**config.mk**
```make
export PLATFORM = sky130hd
export DESIGN_NAME = seq_shift_unit
export DESIGN_NICKNAME = d
export VERILOG_FILES = /design/src/rtl/seq_shift_unit.sv
export SDC_FILE = /design/constraint.sdc
export NUM_CORES = 1
export LEC_CHECK = 0
export CAP_MARGIN = 20
export CORE_MARGIN = 2
export CORE_UTILIZATION = 51
export CTS_CLUSTER_DIAMETER = 100
export CTS_CLUSTER_SIZE = 40
export DETAILED_ROUTE_END_ITERATION = 10
export HOLD_SLACK_MARGIN = 0.1
export PLACE_DENSITY = 0.81
export SLEW_MARGIN = 15
export SYNTH_ARGS = -nofsm -noshare
export SYNTH_HDL_FRONTEND = slang
export SYNTH_SLANG_ARGS = --single-unit
export TNS_END_PERCENT = 30
```
**constraint.sdc**
```tcl
create_clock -name clk -period 2.64 [get_ports clk]
set_clock_uncertainty 0.05 [all_clocks]
set_input_delay 0.528 -clock clk [delete_from_list [all_inputs] [get_ports clk]]
set_output_delay 0.528 -clock clk [all_outputs]
set_load 0.03 [all_outputs]
```
**src/rtl/seq_shift_unit.sv**
```systemverilog
// Multi-cycle SLL/SRL/SRA shifter, STEP bits per cycle, with a start/busy/done handshake.
// Optional rotate-right on op=11 when SEQ_SHIFT_ROTATE_EN is defined; otherwise op=11 acts as SRL.
module seq_shift_unit #(
    parameter int STEP = 1
) (
    input  logic        clk,
    input  logic        reset,
    input  logic        start,
    input  logic [1:0]  op,
    input  logic [31:0] opnd,
    input  logic [31:0] ext_shamt,
    output logic        busy,
    output logic        done,
    output logic [31:0] result
);

    if (!(STEP == 1 || STEP == 2 || STEP == 4 || STEP == 8 || STEP == 16)) begin : g_bad_step
        $error("seq_shift_unit: STEP must be 1, 2, 4, 8 or 16");
    end

    localparam logic [1:0] S_IDLE  = 2'd0;
    localparam logic [1:0] S_SHIFT = 2'd1;
    localparam logic [1:0] S_DONE  = 2'd2;

    localparam logic [1:0] OP_SLL  = 2'b00;
    localparam logic [1:0] OP_SRL  = 2'b01;
    localparam logic [1:0] OP_SRA  = 2'b10;

    localparam logic [4:0] STEP_K  = 5'(STEP);

    logic [1:0]  state;
    logic [31:0] acc;
    logic [4:0]  rem;
    logic [1:0]  op_q;

    logic [4:0]  k;
    logic [4:0]  rem_nxt;
    logic [31:0] acc_shf;

    // Only the low five shift-amount bits are meaningful; the rest are absorbed here.
    logic unused_shamt_hi;
    assign unused_shamt_hi = ^ext_shamt[31:5];

    always_comb begin
        // NOTE: every signal gets a default first so no latch is inferred.
        k       = (rem < STEP_K) ? rem : STEP_K;
        rem_nxt = rem - k;
        acc_shf = acc >> k;
        case (op_q)
            OP_SLL:  acc_shf = acc << k;
            OP_SRL:  acc_shf = acc >> k;
            OP_SRA:  acc_shf = $unsigned($signed(acc) >>> k);
`ifdef SEQ_SHIFT_ROTATE_EN
            default: acc_shf = (acc >> k) | (acc << (6'd32 - {1'b0, k}));
`else
            default: acc_shf = acc >> k;
`endif
        endcase
    end

    always_ff @(posedge clk) begin
        // NOTE: sequential state uses non-blocking assignments only.
        if (reset) begin
            state  <= S_IDLE;
            acc    <= '0;
            rem    <= '0;
            op_q   <= OP_SLL;
            result <= '0;
        end else begin
            case (state)
                S_IDLE: begin
                    if (start) begin
                        acc  <= opnd;
                        rem  <= ext_shamt[4:0];
                        op_q <= op;
                        if (ext_shamt[4:0] == 5'd0) begin
                            state  <= S_DONE;
                            result <= opnd;
                        end else begin
                            state <= S_SHIFT;
                        end
                    end
                end
                S_SHIFT: begin
                    acc <= acc_shf;
                    rem <= rem_nxt;
                    // result is captured on the edge that enters DONE and held afterwards.
                    if (rem_nxt == 5'd0) begin
                        state  <= S_DONE;
                        result <= acc_shf;
                    end
                end
                S_DONE:  state <= S_IDLE;
                default: state <= S_IDLE;
            endcase
        end
    end

    assign busy = (state == S_SHIFT);
    assign done = (state == S_DONE);

endmodule

```
# Yosys cells after proc, flatten, opt, wreduce, memory -nomap -nowiden
# Cells that the tools add are included.
# totals
reg_bits	73
word_cells	39
# classes
addsub	1
n_lt_le_gt_ge	1
n_eq_ne	6
shift	3
mux	14
n_reduce_logical	9
# ops
cell	count
$pmux W32 S2	3
$mux W32	4
$shl A32 B5 Y32	1
$shr A32 B5 Y32	1
$sshr A32 B5 Y32	1
$logic_not A5 Y1	2
$mux W5	2
$pmux W5 S2	1
$mux W2	3
$reduce_and A2 Y1	3
$lt A5 B1 Y1 const B	1
$sub A5 B5 Y5	1
$eq A2 B2 Y1 const B	2
$logic_not A2 Y1	2
$ne A2 B2 Y1 const B	2
$pmux W2 S2	1
$reduce_and A4 Y1	1
$eq A2 B1 Y1 const B	1
$ne A2 B1 Y1 const B	1
$reduce_bool A2 Y1	1

# Longest topological paths before layout
# Gate-level depths: netlist of run 1.
# depth
ltp_word	6
mapped_depth	10
depth_no_buf	7

# Least setup slack after synthesis of run 1
# Ideal clock, no wire load.
# synth_timing
path_type	register to register
start	register rem[1]
end	register result[10]
arrival_time_ns	2.253
t_required_ns	2.456
setup_slack_ns	0.203
stages_incl_launch_ff	11
period_less_slack_ns	2.437
path_cell_list	dfxtp_1 > buf_6 > or4_4 > buf_6 > buf_6 > nand2b_1 > ha_1 > nand4_1 > a21oi_1 > clkbuf_1 > a31oi_1
# synth_between
elab_chain_cells	6
elab_cells_between_ends	12
# synth_rtl
item	line_no	source
from (decl)	33	logic [4:0] rem;
from (signal assigned)	74	rem <= ext_shamt[4:0];
from (signal assigned)	86	rem <= rem_nxt;
$lt A5 B1 Y1	46	k = (rem < STEP_K) ? rem : STEP_K;
$mux W5	46	
$sub A5 B5 Y5, or another cell as far along	47	rem_nxt = rem - k;
$logic_not A5 Y1 / $pmux W32 S2 (equally long branches)	88, 49	
$ne A2 B1 Y1 (no source line) / $mux W32 (equally long branches)	--	
$reduce_and A4 Y1 (no source line) / $pmux W32 S2 (equally long branches)	--	
to (signal assigned)	78	result <= opnd;
to (signal assigned)	90	result <= acc_shf;
to (decl)	14	output logic [31:0] result
# Several ways; a longest one is shown, not always the timed one. The select of a mux whose other input is x is not followed.
# A chain may end at the register's enable or synchronous reset.

# Worst setup path after layout of run 1
# layout_timing
start	register state[0]
end	output busy
# layout_between
elab_chain_cells	1
# layout_rtl
item	line_no	source
from (decl)	31	logic [1:0] state;
from (signal assigned)	64	state <= S_IDLE;
from (signal assigned)	77	state <= S_DONE;
from (signal assigned)	80	state <= S_SHIFT;
$eq A2 B1 Y1	99	assign busy = (state == S_SHIFT);
to (decl)	12	output logic busy,
# No other way between the ends.

==> metrics.yaml, run 1 <==
ant_nets: 0
grt_pass1_vias: 4495
ys.flop_type: "dfxtp_1"
synth_top_cells_by_area: "dfxtp_1 32%, o211ai_2 7.9%, mux2_2 7.3%, o311ai_0 5.7%, nand2_1 5.5%"
p_leak_nw: 1.99
fin_setup_tns_ns: 0
synth_top_family_by_area: "compound AO/OA/AOI/OAI gates"
post-route-min-period_ns: 2.39
setup_viol: 0
htreeDepth: 3
pwr-share-clk: 0.290
first_pass_iters: 5
wl_per_cell_um: 17.6
nets: 664
multi_input_area_sq_mm: 0.00285
start_kind: "flip-flop"
grt_max_degree: 71
cp-end-kind: "output pin"
postCtsResizedCells: 0
synthAdderAreaFrac: 0.00271
diodes: 0
finalHoldViolations: 0
grt_use_met3: 0.0394
track_usage: 0.262
tightestPinTransition_ns: 0.724
via_per_inst: 6.45
cts.clk_slew.worst_paths_ns: 0.08
rsz0062_at_grt: "no"
criticalPathCategory: "flip-flop to output pin"
cp_data_arrival_time_ns: 1.81
muxShareOfSynthArea: 0.0732
cts_hold_buffers: 0
yosys.area.top_type: "dfxtp_1"
maxSlewHeadroom: 0.517
antenna_found_initial: 0
ys_ff_latch: 73
powerDensity_mw_per_mm2: 659
p_int_w: 0.00242
use_met1: 0.341
cts_buffers: 9
cts-root-buf: "clkbuf_8"
place.gp.congestion: 0.853
clock-sinks: 73
synth_area_sq_mm: 0.00461
drv_cap: 0
crit_fanout: 11
hpwl_um: 7810
min_path_cells: 2
die_area_sq_mm: 0.00982
post_cts_buffers: 0
fp.coreArea_sq_mm: 0.00876
pwr-share-comb: 0.345
place_ws_ns: 0.330
die_y_um: 99.1
fmax_ghz: 0.418
status: "complete, no violations"
syn_to_final_growth_pct: 21.8
clk_path_buf_depth: 2
busiest_layer: "met2"
yosysWarnings: 0
netlist_instances: 551
avgSynthCellArea_sq_um: 8.37
hold_path_end: "acc[31]$_SDFFE_PP0P_"
synth_compound_area_frac: 0.340
clk_latency_ns: 0.35
port_buffers: 75
drv_slew: 0
max-vdd-ir-drop_uv: 262
p_sw_w: 0.00128
required_ns: 2.06
reg2reg_depth: 7
drtIter0Drc: 296
yosys.area_share.simple: 0.198
async_reset_ff_frac: 0
r2r_end: "result[7]$_SDFFE_PP0P_"
synth_cell_types: 43
placementRows: 34
io_pins: 103
wirelength_um: 12400
syn-num-nets: 621
worst_slack_ns: 0.248
hold_path.startpoint: "acc[31]$_SDFFE_PP0P_"
p_seq_frac: 0.365
synth_edf_count: 0
grt-ovfl-total: 0
drive_above_1_share: 0.219
hp-class: "flip-flop to flip-flop"
fill_cells: 729
synth_top_cell_area_share: 0.317
synth_xor_area_frac: 0.00190
die_w_um: 99.1
switching_share: 0.346
initial_utilization: 0.526
vias: 4558
ys_seq_area_frac: 0.317
cts_tree: "yes"
r2r_start: "rem[4]$_SDFFE_PP0P_"
finalCritPeriodShare: 0.906
final-seq-area_sq_mm: 0.00146
drc: 0
grt_pass1_wl_um: 21500
use_met2: 0.438
r2r_slack_ns: 0.33
-- routing by layer --
metal | routed length [um] | share of wire
met3 | 684 | 0.055
met5 | 0 | 0
met2 | 5990 | 0.48
met1 | 5440 | 0.44
met4 | 302 | 0.024
-- critical path, stage by stage (launching register included) --
cell and delay [ns]:
dfxtp_1 0.61, nand2b_2 0.10, inv_1 0.08, clkdlybuf4s50_1 0.66
-- cells in the final DEF, fill, tap and decap left out, types with 3 or more instances in the layout --
cell and n:
a21oi_1 37, a311oi_1 3, a31oi_1 31, buf_4 22
bufinv_16 3, clkbuf_8 9, clkdlybuf4s50_1 74, dfxtp_1 72
inv_1 6, mux2_2 30, nand2_1 68, nand2b_1 33
nor2_1 12, nor3_1 3, nor4_1 3, o211ai_1 33
o211ai_2 29, o21ai_0 35, o221ai_1 4, o311ai_0 30
or3b_2 28
-- power by group through the flow --
stage | registers, W | clock network [W] | logic, W
finish | 0.00135 | 0.00108 | 0.00128
global route | 0.00137 | 0.00113 | 0.00140
CTS | 0.00135 | 0.00109 | 0.00127
detailed placement | 0.00137 | 0 | 0.00126
global placement | 0.00136 | 0 | 0.00122
floorplan | 0.00143 | 0 | 0.000876
-- synthesized netlist by cell type, types with 4 or more instances --
| library cell | count |
|---|---|
| o21ai_0 | 35 |
| o311ai_0 | 30 |
| a21oi_1 | 38 |
| inv_1 | 6 |
| or3b_2 | 28 |
| clkbuf_1 | 48 |
| dfxtp_1 | 73 |
| o211ai_1 | 33 |
| o211ai_2 | 29 |
| a31oi_1 | 31 |
| nand2b_1 | 34 |
| nand2_1 | 68 |
| buf_2 | 6 |
| mux2_2 | 30 |
| nor2_1 | 12 |
| buf_1 | 5 |
| o221ai_1 | 4 |
| buf_6 | 4 |
-- worst max path at each step --
stage,start,to,depth (start not counted)
final,state[0]$_SDFFE_PP0P_,busy,3
after global routing,state[0]$_SDFFE_PP0P_,busy,3
after floorplan,rem[1]$_SDFFE_PP0P_,result[10]$_SDFFE_PP0P_,10
after CTS,state[0]$_SDFFE_PP0P_,busy,3
after detailed placement,start,acc[8]$_SDFFE_PP0P_,6
after global placement,start,acc[11]$_SDFFE_PP0P_,6
-- registers in the layout (all words and copies together) (netlist names) --
name    flops
acc        32
op_q        2
rem         5
result     32
state       2
-- logic make-up after synthesis --
logic type	after synthesis
mux	30
simple gates	163
buf+inv	70
flops	73
xor+xnor	1
compound gates	213
fa+ha+maj	1
-- per-stage QoR --
step	cells	hold WS (ns)	cell area [sq um]	utilization	power [W]
finish	707	0.468	5620	0.641	0.00370
global route	707	0.527	5620	0.641	0.00390
CTS	707	0.466	5620	0.641	0.00370
detailed placement	691	0.449	5380	0.613	0.00263
global placement	691	0.443	5380	0.613	0.00259
floorplan	551	0.424	4610	-	0.00230
-- layout make-up --
class,count,share of cell area
well taps,108,0.0241
inverters,6,0.00401
multi-input cells,408,0.507
clock inverters,7,0.0212
flip-flops and latches,73,0.260
clock buffers,9,0.0220
repair buffers,96,0.161
Power figures use the tool's default switching activity.
==> run 2, diff against run 1 <==
ABC_CLOCK_PERIOD_IN_PS = 2640   (was default)
CORE_UTILIZATION = 35   (was 51)
PLACE_DENSITY = default   (was 0.81)
==> run 2 against run 1 <==
Register-to-register slack improved by 0.03 ns; core utilization shrank 19 points; via count is 3.0% lower; sequential power barely moved; routed wire length is 4.6% higher; power is 5.9% higher; critical endpoint unchanged; highest routed layer unchanged.
==> metrics.yaml, run 2 (synthesis gave the netlist of run 1 again) <==
status: "complete, no violations"
grt_pass1_wl_um: 21800
track_usage: 0.186
drive_above_1_share: 0.221
drc: 0
diodes: 0
max-vdd-ir-drop_uv: 248
cts_buffers: 9
wl_per_cell_um: 16.8
grt_pass1_vias: 4243
initial_utilization: 0.363
dp.cells: 759
drv_slew: 0
criticalPathCategory: "flip-flop to output pin"
hp-class: "flip-flop to flip-flop"
die_y_um: 119
first_pass_iters: 4
post-route-min-period_ns: 2.36
via_per_inst: 5.71
start_kind: "flip-flop"
vias: 4423
final_cell_mix: "74 x clkdlybuf4s50_1, 72 x dfxtp_1, 68 x nand2_1, 37 x a21oi_1, 35 x o21ai_0"
rsz0062_at_grt: "no"
syn_to_final_growth_pct: 25.6
antenna_found_initial: 0
io_pins: 103
finalCritPeriodShare: 0.893
die_area_sq_mm: 0.0141
required_ns: 2.06
finalHoldViolations: 0
cts-root-buf: "clkbuf_16"
ant_nets: 0
cts_tree: "yes"
final-seq-area_sq_mm: 0.00146
drv_cap: 0
fmax_ghz: 0.424
fp.coreArea_sq_mm: 0.0127
tightestPinTransition_ns: 0.753
multi_input_area_sq_mm: 0.00285
grt_max_degree: 71
clk_path_buf_depth: 2
maxSlewHeadroom: 0.498
wirelength_um: 13000
setup_viol: 0
die_w_um: 119
clock-sinks: 73
grt-ovfl-total: 0
layoutNonFillerInstCount: 775
fill_cells: 1315
port_buffers: 75
fin_setup_tns_ns: 0
layout_commonest_cell: "clkdlybuf4s50_1"
powerDensity_mw_per_mm2: 677
p_leak_nw: 2.05
cts_hold_buffers: 0
nets: 668
cts.clk_slew.worst_paths_ns: 0.06
place.gp.congestion: 0.823
cp_data_arrival_time_ns: 1.78
postCtsResizedCells: 0
placementRows: 41
hpwl_um: 8530
hold_slack_ns: 0.483
reg_top3: "acc x32, result x32, rem x5"
crit_fanout: 11
htreeDepth: 3
cp-end-kind: "output pin"
post_cts_buffers: 0
r2r_slack_ns: 0.36
drtIter0Drc: 239
clk_latency_ns: 0.33
run 2: cell type report:
cell class / instances / area share
clock buffer: 14 / 0.0473
clock inverter: 2 / 0.00605
inverter: 6 / 0.00389
multi-input combinational: 408 / 0.492
sequential: 73 / 0.252
tap: 172 / 0.0371
timing repair buffer: 100 / 0.162
run 2: worst paths after layout:
check / start / end / cells past startpoint
worst max-delay path: state[0]$_SDFFE_PP0P_ / busy / 3
worst min-delay path: acc[31]$_SDFFE_PP0P_ / acc[31]$_SDFFE_PP0P_ / 2
worst max register to register: rem[4]$_SDFFE_PP0P_ / result[13]$_SDFFE_PP0P_ / 7
worst min register to register: acc[31]$_SDFFE_PP0P_ / acc[31]$_SDFFE_PP0P_ / 2
run 2: critical path: stages (launching register included):
cell and delay [ns]:
dfxtp_1 0.59, nand2b_2 0.10, inv_1 0.09, clkdlybuf4s50_1 0.67
run 2: metrics by stage:
step / worst slack [ns] / util / power [W] / instance area (sq um)
finish: 0.283 / 0.455 / 0.00392 / 5790
global route: 0.185 / 0.455 / 0.00414 / 5790
CTS: 0.275 / 0.455 / 0.00395 / 5790
detailed placement: 0.371 / 0.431 / 0.00266 / 5490
global placement: 0.374 / 0.431 / 0.00263 / 5490
floorplan: 0.203 / - / 0.00230 / 4610
run 2: power by group:
part / switching [W] / internal, W
combinational: 0.000696 / 0.000572
clock: 0.000478 / 0.000809
sequential: 0.000133 / 0.00123
run 2: layer usage:
metal / track usage / part of all wire
met1: 0.245 / 0.47
met2: 0.310 / 0.48
met3: 0.0227 / 0.032
met4: 0.0692 / 0.015
met5: 0 / 0
